File: config.mk
export PLATFORM = sky130hd
export DESIGN_NAME = imem_boot_loader
export DESIGN_NICKNAME = d
export VERILOG_FILES = /design/src/rtl/imem_boot_loader.sv
export SDC_FILE = /design/constraint.sdc
export NUM_CORES = 1
export LEC_CHECK = 0
export BUFFER_PORTS_ARGS = -buffer_cell sky130_fd_sc_hd__buf_4
export CAP_MARGIN = 20
export CORE_MARGIN = 2
export CORE_UTILIZATION = 34
export DETAILED_ROUTE_END_ITERATION = 8
export HOLD_SLACK_MARGIN = 0.02
export SLEW_MARGIN = 20
export SYNTH_ARGS = -nofsm -noshare
export SYNTH_HDL_FRONTEND = slang
export SYNTH_SLANG_ARGS = --single-unit
File: constraint.sdc
create_clock -name clk -period 8.16 [get_ports clk]
set_input_delay 0.408 -clock clk [delete_from_list [all_inputs] [get_ports clk]]
set_output_delay 0.408 -clock clk [all_outputs]
set_load 0.005 [all_outputs]
File: src/rtl/imem_boot_loader.sv
// rtl/imem_boot_loader.sv - framed byte-stream loader into instruction memory
// Holds the core in reset until a LEN/data/XOR-checksum frame is written and verified.
module imem_boot_loader #(
   parameter int unsigned DEPTH_WORDS = 64,
   parameter logic [31:0] BASE_ADDR   = 32'h0000_0000
) (
   input  logic        clk,
   input  logic        rst,
   input  logic [7:0]  byte_in,
   input  logic        byte_valid,
   output logic        byte_ready,
   input  logic        reload,
   output logic        imem_we,
   output logic [31:0] imem_addr,
   output logic [31:0] imem_wdata,
   output logic        core_rst,
   output logic        load_done,
   output logic        load_err,
   output logic [15:0] words_loaded
);
   typedef enum logic [2:0] {
      S_LEN0, S_LEN1, S_DATA, S_CSUM, S_DONE, S_ERR
   } state_t;

   state_t      state, state_n;
   logic [15:0] len;
   logic [15:0] word_idx;
   logic [1:0]  byte_cnt;
   logic [23:0] shreg;
   logic [7:0]  csum;
   logic        wr_pend;
   logic [31:0] pend_addr;
   logic [31:0] pend_data;
   logic [15:0] len_full;
   logic        xfer;
   logic        word_end;
   logic        last_word;

   assign byte_ready = (state == S_LEN0) || (state == S_LEN1) ||
                       (state == S_DATA) || (state == S_CSUM);
   assign xfer       = byte_valid && byte_ready;
   assign len_full   = {byte_in, len[7:0]};
   assign word_end   = (state == S_DATA) && xfer && (byte_cnt == 2'd3);
   assign last_word  = (word_idx == len - 16'd1);

   always_ff @(posedge clk or posedge rst) begin
      if (rst) state <= S_LEN0;
      else     state <= state_n;
   end

   always_comb begin
      state_n = state;
      case (state)
         S_LEN0: if (xfer) state_n = S_LEN1;
         S_LEN1: begin
            if (xfer) begin
               if ({16'd0, len_full} > DEPTH_WORDS) state_n = S_ERR;
               else if (len_full == 16'd0)         state_n = S_CSUM;
               else                                 state_n = S_DATA;
            end
         end
         S_DATA: if (word_end && last_word) state_n = S_CSUM;
         S_CSUM: if (xfer) state_n = (byte_in == csum) ? S_DONE : S_ERR;
         S_DONE, S_ERR: if (reload) state_n = S_LEN0;
         default: state_n = S_LEN0;
      endcase
   end

   // The completed word is staged for one cycle so the write strobe lands at edge k+1.
   always_ff @(posedge clk or posedge rst) begin
      if (rst) begin
         len          <= 16'd0;
         word_idx     <= 16'd0;
         byte_cnt     <= 2'd0;
         shreg        <= 24'd0;
         csum         <= 8'd0;
         wr_pend      <= 1'b0;
         pend_addr    <= BASE_ADDR;
         pend_data    <= 32'd0;
         imem_we      <= 1'b0;
         imem_addr    <= BASE_ADDR;
         imem_wdata   <= 32'd0;
         core_rst     <= 1'b1;
         load_done    <= 1'b0;
         load_err     <= 1'b0;
         words_loaded <= 16'd0;
      end else begin
         imem_we   <= wr_pend;
         wr_pend   <= 1'b0;
         core_rst  <= (state != S_DONE);
         load_done <= (state_n == S_DONE);
         load_err  <= (state_n == S_ERR);
         if (wr_pend) begin
            imem_addr    <= pend_addr;
            imem_wdata   <= pend_data;
            words_loaded <= words_loaded + 16'd1;
         end
         case (state)
            S_LEN0: if (xfer) len[7:0]  <= byte_in;
            S_LEN1: if (xfer) len[15:8] <= byte_in;
            S_DATA: begin
               if (xfer) begin
                  shreg    <= {byte_in, shreg[23:8]};
                  csum     <= csum ^ byte_in;
                  byte_cnt <= byte_cnt + 2'd1;
                  if (byte_cnt == 2'd3) begin
                     wr_pend   <= 1'b1;
                     pend_data <= {byte_in, shreg};
                     pend_addr <= BASE_ADDR + {14'd0, word_idx, 2'b00};
                     word_idx  <= word_idx + 16'd1;
                  end
               end
            end
            S_DONE, S_ERR: begin
               if (reload) begin
                  word_idx     <= 16'd0;
                  csum         <= 8'd0;
                  byte_cnt     <= 2'd0;
                  words_loaded <= 16'd0;
               end
            end
            default: ;
         endcase
      end
   end
endmodule

==> results of run 1 <==
==> state kept, by name (all words and copies together) (netlist names), 3 cells and up <==
register and cells:
words_loaded 16, state 3, len 16, pend_data 32, shreg 24, csum 8
imem_wdata 32, pend_addr 16, word_idx 16, imem_addr 16
==> power breakdown <==
group | internal [uW] | switching (uW)
clock | 443 | 362
sequential | 976 | 91.7
combinational | 144 | 179
total | 1560 | 633
==> synthesized netlist by cell type (all sizes together) (7+ instances only) <==
master	count
mux2	64
clkbuf	25
nor2	49
xnor2	26
dfrtp	185
nand4	9
nor3	10
nand2	235
nand3	17
inv	10
xor2	28
or3	7
o21ai	25
buf	27
a21oi	9
==> metal layers <==
| metal | wire, microns | vias to the layer above |
|---|---|---|
| li1 | - | 2700 |
| met1 | 8610 | 2636 |
| met2 | 7460 | 115 |
| met3 | 825 | 11 |
| met4 | 162 | 0 |
| met5 | 0 | - |
==> layout make-up <==
| class | instances | share of cell area |
|---|---|---|
| Sequential cell | 186 | 0.487 |
| Tap cell | 319 | 0.0417 |
| Clock inverter | 10 | 0.0114 |
| Multi-Input combinational cell | 549 | 0.338 |
| Timing Repair Buffer | 87 | 0.0683 |
| Clock buffer | 22 | 0.0485 |
| Inverter | 10 | 0.00471 |
==> path summary, 6_finish.rpt <==
check                           startpoint  depth (start not counted)       endpoint  slack [ns]
worst min-delay path                   rst                          2  imem_wdata[0]        0.18
worst min register to register    shreg[2]                          2   pend_data[2]        0.47
worst max register to register    state[1]                          9    word_idx[2]        5.43
min in group clk                byte_in[5]                          3  pend_data[29]        0.27
max in group asynchronous              rst                          3         len[3]        6.74
worst max-delay path              state[1]                          9    word_idx[2]        5.43
==> worst max-delay path, cell delays in order (launching register included) <==
cell      delay, ns
dfrtp_1        0.55
nor4bb_4       0.34
buf_4          0.34
nand2_2        0.10
buf_4          0.32
inv_1          0.18
buf_4          0.43
nand2_1        0.12
xor2_1         0.14
nor2_1         0.05
==> stage by stage <==
| step | instances | hold slack (ns) | utilization |
|---|---|---|---|
| 2_1_floorplan | 797 | 0.352 | - |
| 3_3_place_gp | 1151 | 0.448 | 0.383 |
| 3_5_place_dp | 1151 | 0.459 | 0.383 |
| 4_1_cts | 1183 | 0.220 | 0.407 |
| 5_1_grt | 1183 | 0.257 | 0.407 |
| 6_report | 1183 | 0.180 | 0.407 |
==> cells by family (layout without fill, tap and decap cells) <==
| kind of cell | count (synthesis) | count (layout) |
|---|---|---|
| compound gates | 52 | 52 |
| xor+xnor | 54 | 54 |
| fa+ha+maj | 4 | 4 |
| buf+inv | 62 | 129 |
| flops | 186 | 186 |
| mux | 66 | 66 |
| other cells | 1 | 16 |
| simple gates | 357 | 357 |
==> impl_results.md, run 1 <==
* Vias at roughly 5500
* Setup violations, final at 0
* CTS Hold Bufs at 0
* Synth top area share at 0.569
* Final wirelength at roughly 17000 microns
* Setup ws final at 5.43 ns
* Largest family of logic cells by synthesized area: simple AND/OR/NAND/NOR gates
* CTS tree: done
* Initial core utilization at 0.346
* Avg Cell Area, Syn at 10.4 sq um
* Power Dens Cells at between 200 and 250 nW/um^2
* Clock tree buffer depth at 2
* GRT met2 Usage at 0.208
* Ant diodes at 0
* Most frequent cells in the layout: nand2_1 (234), dfrtp_1 (184), buf_4 (87), mux2_2 (64), nor2_1 (49)
* Warnings from Yosys at 0
* Critical path peak fanout at 52
* Fmax at 366 MHz
* Cell Area, Synth at 8130 sq um
* RSZ-0062 raised after global routing: false
* Worst skew pair latency at ~0.43 ns
* CP startpoint kind: register
* Finished layout cell area at 9560 sq um
* Met1 track demand over resource at 0.211
* Clock skew after layout at 0.0182 ns
* I/O pin total at 97
* Gr usage total at 0.143
* Least-Margin Pin Slew at between 0.9 and 1 ns
* First-pass GRT wire length at ~28000 microns
* Power Total at about 2200 uW
* Vias per std cell at around 4.6
* I/O Buffers at 80
* Grt ovf at 0
* Post-Place Setup Slack at ~5.5 ns
* CP Class: register to register
* Post-synthesis mux area share at 0.0911
* Max VDD drop at 0.125 mV
* Status: completed
* Ys flop type: dfrtp_1
* Number of global-route vias before repair at 5099
* Max transition margin at 0.387
* Worst EP required at 8.45 ns
* Core ar. at about 23000 sq um
* Synth Area in Adders at 0.00616
* DR pass1 iterations at 5
* Area grow syn2layout at 17.6%
* Area of the multi-input gates at ~3200 sq um
* Total Die Area at ~25000 sq um
* Cell variety after synth at 55
* H-tree Lvls at 4
* Simple-gate area share of the yosys netlist at 0.190
* Clk root buf: clkbuf_16
* Commonest non-fill, non-tap cell in the layout: nand2_1
* Setup crit end kind: register
* Fill cells at ~2300
* DR WL/cell at between 10 and 15 microns
* Grt peak-use layer: met1
* Number of flops mapped to enable cells by yosys at 0
* Area contributors post-synth: dfrtp_1 (57%), nand2_1 (11%), mux2_2 (8.9%)
* Post-synth top area cell: dfrtp_1
* Largest net degree at the start of global routing at 132
* Setup TNS at 0 ns
* Num Clock Sinks at around 190
* Rows at 56
* Global-route met3 utilization at 0.0354
* Synth Area in Compound Gates at 0.0423
* Die Y at approximately 160 microns
* Min cycle time layout at ~2.7 ns
* Post-CTS Resized at 0
* Nets@finish at between 800 and 900
* Post-route clock period utilization at 0.335
* Post-Syn Instances at between 700 and 800
* Worst Hold Class: input pin to async pin
* Fin. max-slew vios at 0
* Initial antenna violation count at 0
* Setup repair bufs after CTS at 0
* Antenna Nets Post-Route at 0
* Area after DPL at 8980 sq um
* Final hold viol count at 0
* Async set-reset flop share out of synthesis at 1.00
* Layout cells sized above 1 at 0.227
* Synthesized flop and latch total at ~190
* CTS clock-pin slew for the worst setup and hold paths at around 0.070 ns
* MaxCap Viol Count at 0
* Num CTS Buffers at 17
* P_leak at a little under 0.005 uW
* Initial DRC count at 379
* HPWL Detailed at approximately 11000 microns
* Drc violations at 0
* Routability cong. at 0.875
* DIE WIDTH at 159 microns
* XOR/XNOR Fraction of Synth Area at 0.0582
* Sequential-to-total area share from yosys stat at 0.573
* Critical Path AT at between 3 and 4 ns
* FF+latch area at around 4700 sq um
(Power assumes the default switching activity.)
==> run 2, diff against run 1 <==
clock period = 2.61 ns   (was 8.16 ns; I/O delays follow)
==> run 2 against run 1 <==
Combinational power rose to 3.7 times the previous value. Sequential power rose to 3.1 times the previous value. Cell area up 3.5%. Worst hold slack worse by 0.12 ns. Clock skew down 0.0064 ns. Via count up 3.4%. Largest cell class unchanged. Largest power group unchanged.
==> impl_results.md, run 2 (synthesis results as in run 1) <==
* Core ar. at 23500 sq um (unchanged)
* Commonest non-fill, non-tap cell in the layout: nand2_1
* Number of global-route vias before repair at 5588 (+9.6%)
* Setup violations, final at 0 (unchanged)
* Hold Path Stages at 3
* Initial antenna violation count at 0 (unchanged)
* Area of the multi-input gates at 3250 sq um (+0.39%)
* R2R Setup Slk at 0.10 ns (-5.33 ns)
* Area grow syn2layout at 21.8%
* Biggest regs: imem_wdata: 32 flops, pend_data: 32 flops, shreg: 24 flops
* Setup ws final at 0.101 ns (-5.33 ns)
* Final wirelength at 17900 microns (+5.2%)
* Die Y at 159 microns (unchanged)
* Power Dens Cells at 713 nW/um^2 (+210%)
* Clk root buf: clkbuf_16
* Final hold viol count at 0 (unchanged)
* CTS tree: done
* Vias per std cell at 4.65 (+0.79%)
* I/O Buffers at 80 (unchanged)
* Grt ovf at 0 (unchanged)
* DR pass1 iterations at 5 (unchanged)
* Clock skew after layout at 0.0118 ns (-0.00640 ns)
* CTS clock-pin slew for the worst setup and hold paths at 0.07 ns (about the same)
* Vias at 5645 (+3.4%)
* HPWL Detailed at 12500 microns (+9.8%)
* Area after DPL at 9170 sq um (+2.0%)
* H-tree Lvls at 4 (unchanged)
* Min cycle time layout at 2.51 ns (-0.224 ns)
* R2R depth at 8 (-1)
* Num Clock Sinks at 186 (unchanged)
* Drc violations at 0 (unchanged)
* I/O pin total at 97 (unchanged)
* Status: completed
* Total Die Area at 25200 sq um (unchanged)
* CP startpoint kind: register
* First-pass GRT wire length at 29800 microns (+7.0%)
* Final hold slack at 0.0555 ns (-0.124 ns)
* Nets@finish at 897 (+3.5%)
* Initial core utilization at 0.346 (unchanged)
* Critical Path AT at 2.84 ns (-0.19 ns)
* MaxCap Viol Count at 0 (unchanged)
* Fin. max-slew vios at 0 (unchanged)
* Worst EP required at 2.94 ns (-5.51 ns)
* Num CTS Buffers at 17 (unchanged)
* Critical path peak fanout at 4 (-92%)
* Worst skew pair latency at 0.44 ns (about the same)
* Antenna Nets Post-Route at 0 (unchanged)
* DR WL/cell at 14.8 microns (+2.6%)
* Ant diodes at 0 (unchanged)
* Largest net degree at the start of global routing at 53 (-60%)
* DIE WIDTH at 159 microns (unchanged)
* FF+latch area at 4660 sq um (unchanged)
* Layout cells sized above 1 at 0.248 (+0.0215)
* Setup crit end kind: register
* Gr usage total at 0.153 (+0.0103)
* Routability cong. at 0.814 (-6.9%)
* Initial DRC count at 406 (+7.1%)
* Fmax at 399 MHz (+8.9%)
* Fill cells at 2290 (+0.70%)
* Clock tree buffer depth at 2 (unchanged)
* Post-Place Setup Slack at -0.0270 ns (-5.48 ns)
* Most frequent cells in the layout: nand2_1 (234), dfrtp_1 (184), buf_4 (103), mux2_2 (64), nor2_1 (49)
* Finished layout cell area at 9900 sq um (+3.5%)
* Rows at 56 (unchanged)
* Max VDD drop at 0.303 mV (+140%)
* Least-Margin Pin Slew at 0.696 ns (-0.216 ns)
* CP Class: register to register
* P_leak at 0.00499 uW (+3.6%)
* Max transition margin at 0.535 (+0.148)
* Setup TNS at 0 ns (unchanged)
* Worst Hold Class: input pin to register
* Post-route clock period utilization at 0.961 (+0.626)
## run 2: cell count changes in the layout (fill, tap and decap cells not counted), moves of 2 or more
cell           previous run  this run
a2111oi_0                 2         0
buf_12                    0         4
clkbuf_8                  2         0
clkbuf_1                  3         1
clkinv_4                  2         4
buf_4                    87       103
dlygate4sd3_1             0         9
## run 2: per-layer routing
| layer | global-route usage | vias up | wire length (microns) |
|---|---|---|---|
| met1 | 0.219 | 2757 | 8860 |
| met3 | 0.0324 | 15 | 716 |
| met2 | 0.236 | 115 | 8160 |
| met4 | 0.0433 | 0 | 211 |
| li1 | - | 2758 | - |
| met5 | 0 | - | 0 |
## run 2: final cells by class
class | instances | share of cell area
clock buffer | 18 | 0.0434
tap | 319 | 0.0403
timing repair buffer | 117 | 0.0981
multi-input combinational | 549 | 0.328
inverter | 10 | 0.00417
sequential | 186 | 0.470
clock inverter | 14 | 0.0157
## run 2: report_power, final
| part | total (uW) | internal (uW) | switching (uW) |
|---|---|---|---|
| clock network | 2550 | 1350 | 1190 |
| registers | 3300 | 3050 | 255 |
| logic | 1210 | 561 | 646 |
## run 2: critical path: stages (launching register included)
cell and delay (ns):
dfrtp_1 0.38, buf_4 0.15, nor3_1 0.42, nand2_1 0.15, or4_1 0.57, a2111oi_4 0.39
a41oi_2 0.22, inv_2 0.10, nor2_1 0.04
## run 2: what timing repair did
action / in CTS / in global routing
resized for setup: 2 / 4
buffers inserted: 0 / 2
setup endpoints to repair: 3 / 3
hold endpoints to repair: 55 / 0
hold buffers: 9 / 0
pin swaps: 0 / 4
## run 2: stage by stage
| step | total power [uW] | util | instances |
|---|---|---|---|
| 6_report | 7060 | 0.422 | 1213 |
| 3_5_place_dp | 4520 | 0.390 | 1169 |
| 2_1_floorplan | 4130 | - | 797 |
| 4_1_cts | 7110 | 0.419 | 1210 |
| 5_1_grt | 7430 | 0.422 | 1213 |
| 3_3_place_gp | 4510 | 0.390 | 1169 |
## run 2: final timing paths
check / startpoint / endpoint
worst min-delay path: reload / state[2]
worst max-delay path: len[0] / load_done
min in group asynchronous: rst / imem_wdata[4]
worst max register to register: len[0] / load_done
max in group asynchronous: rst / pend_data[22]
worst min register to register: wr_pend / imem_we
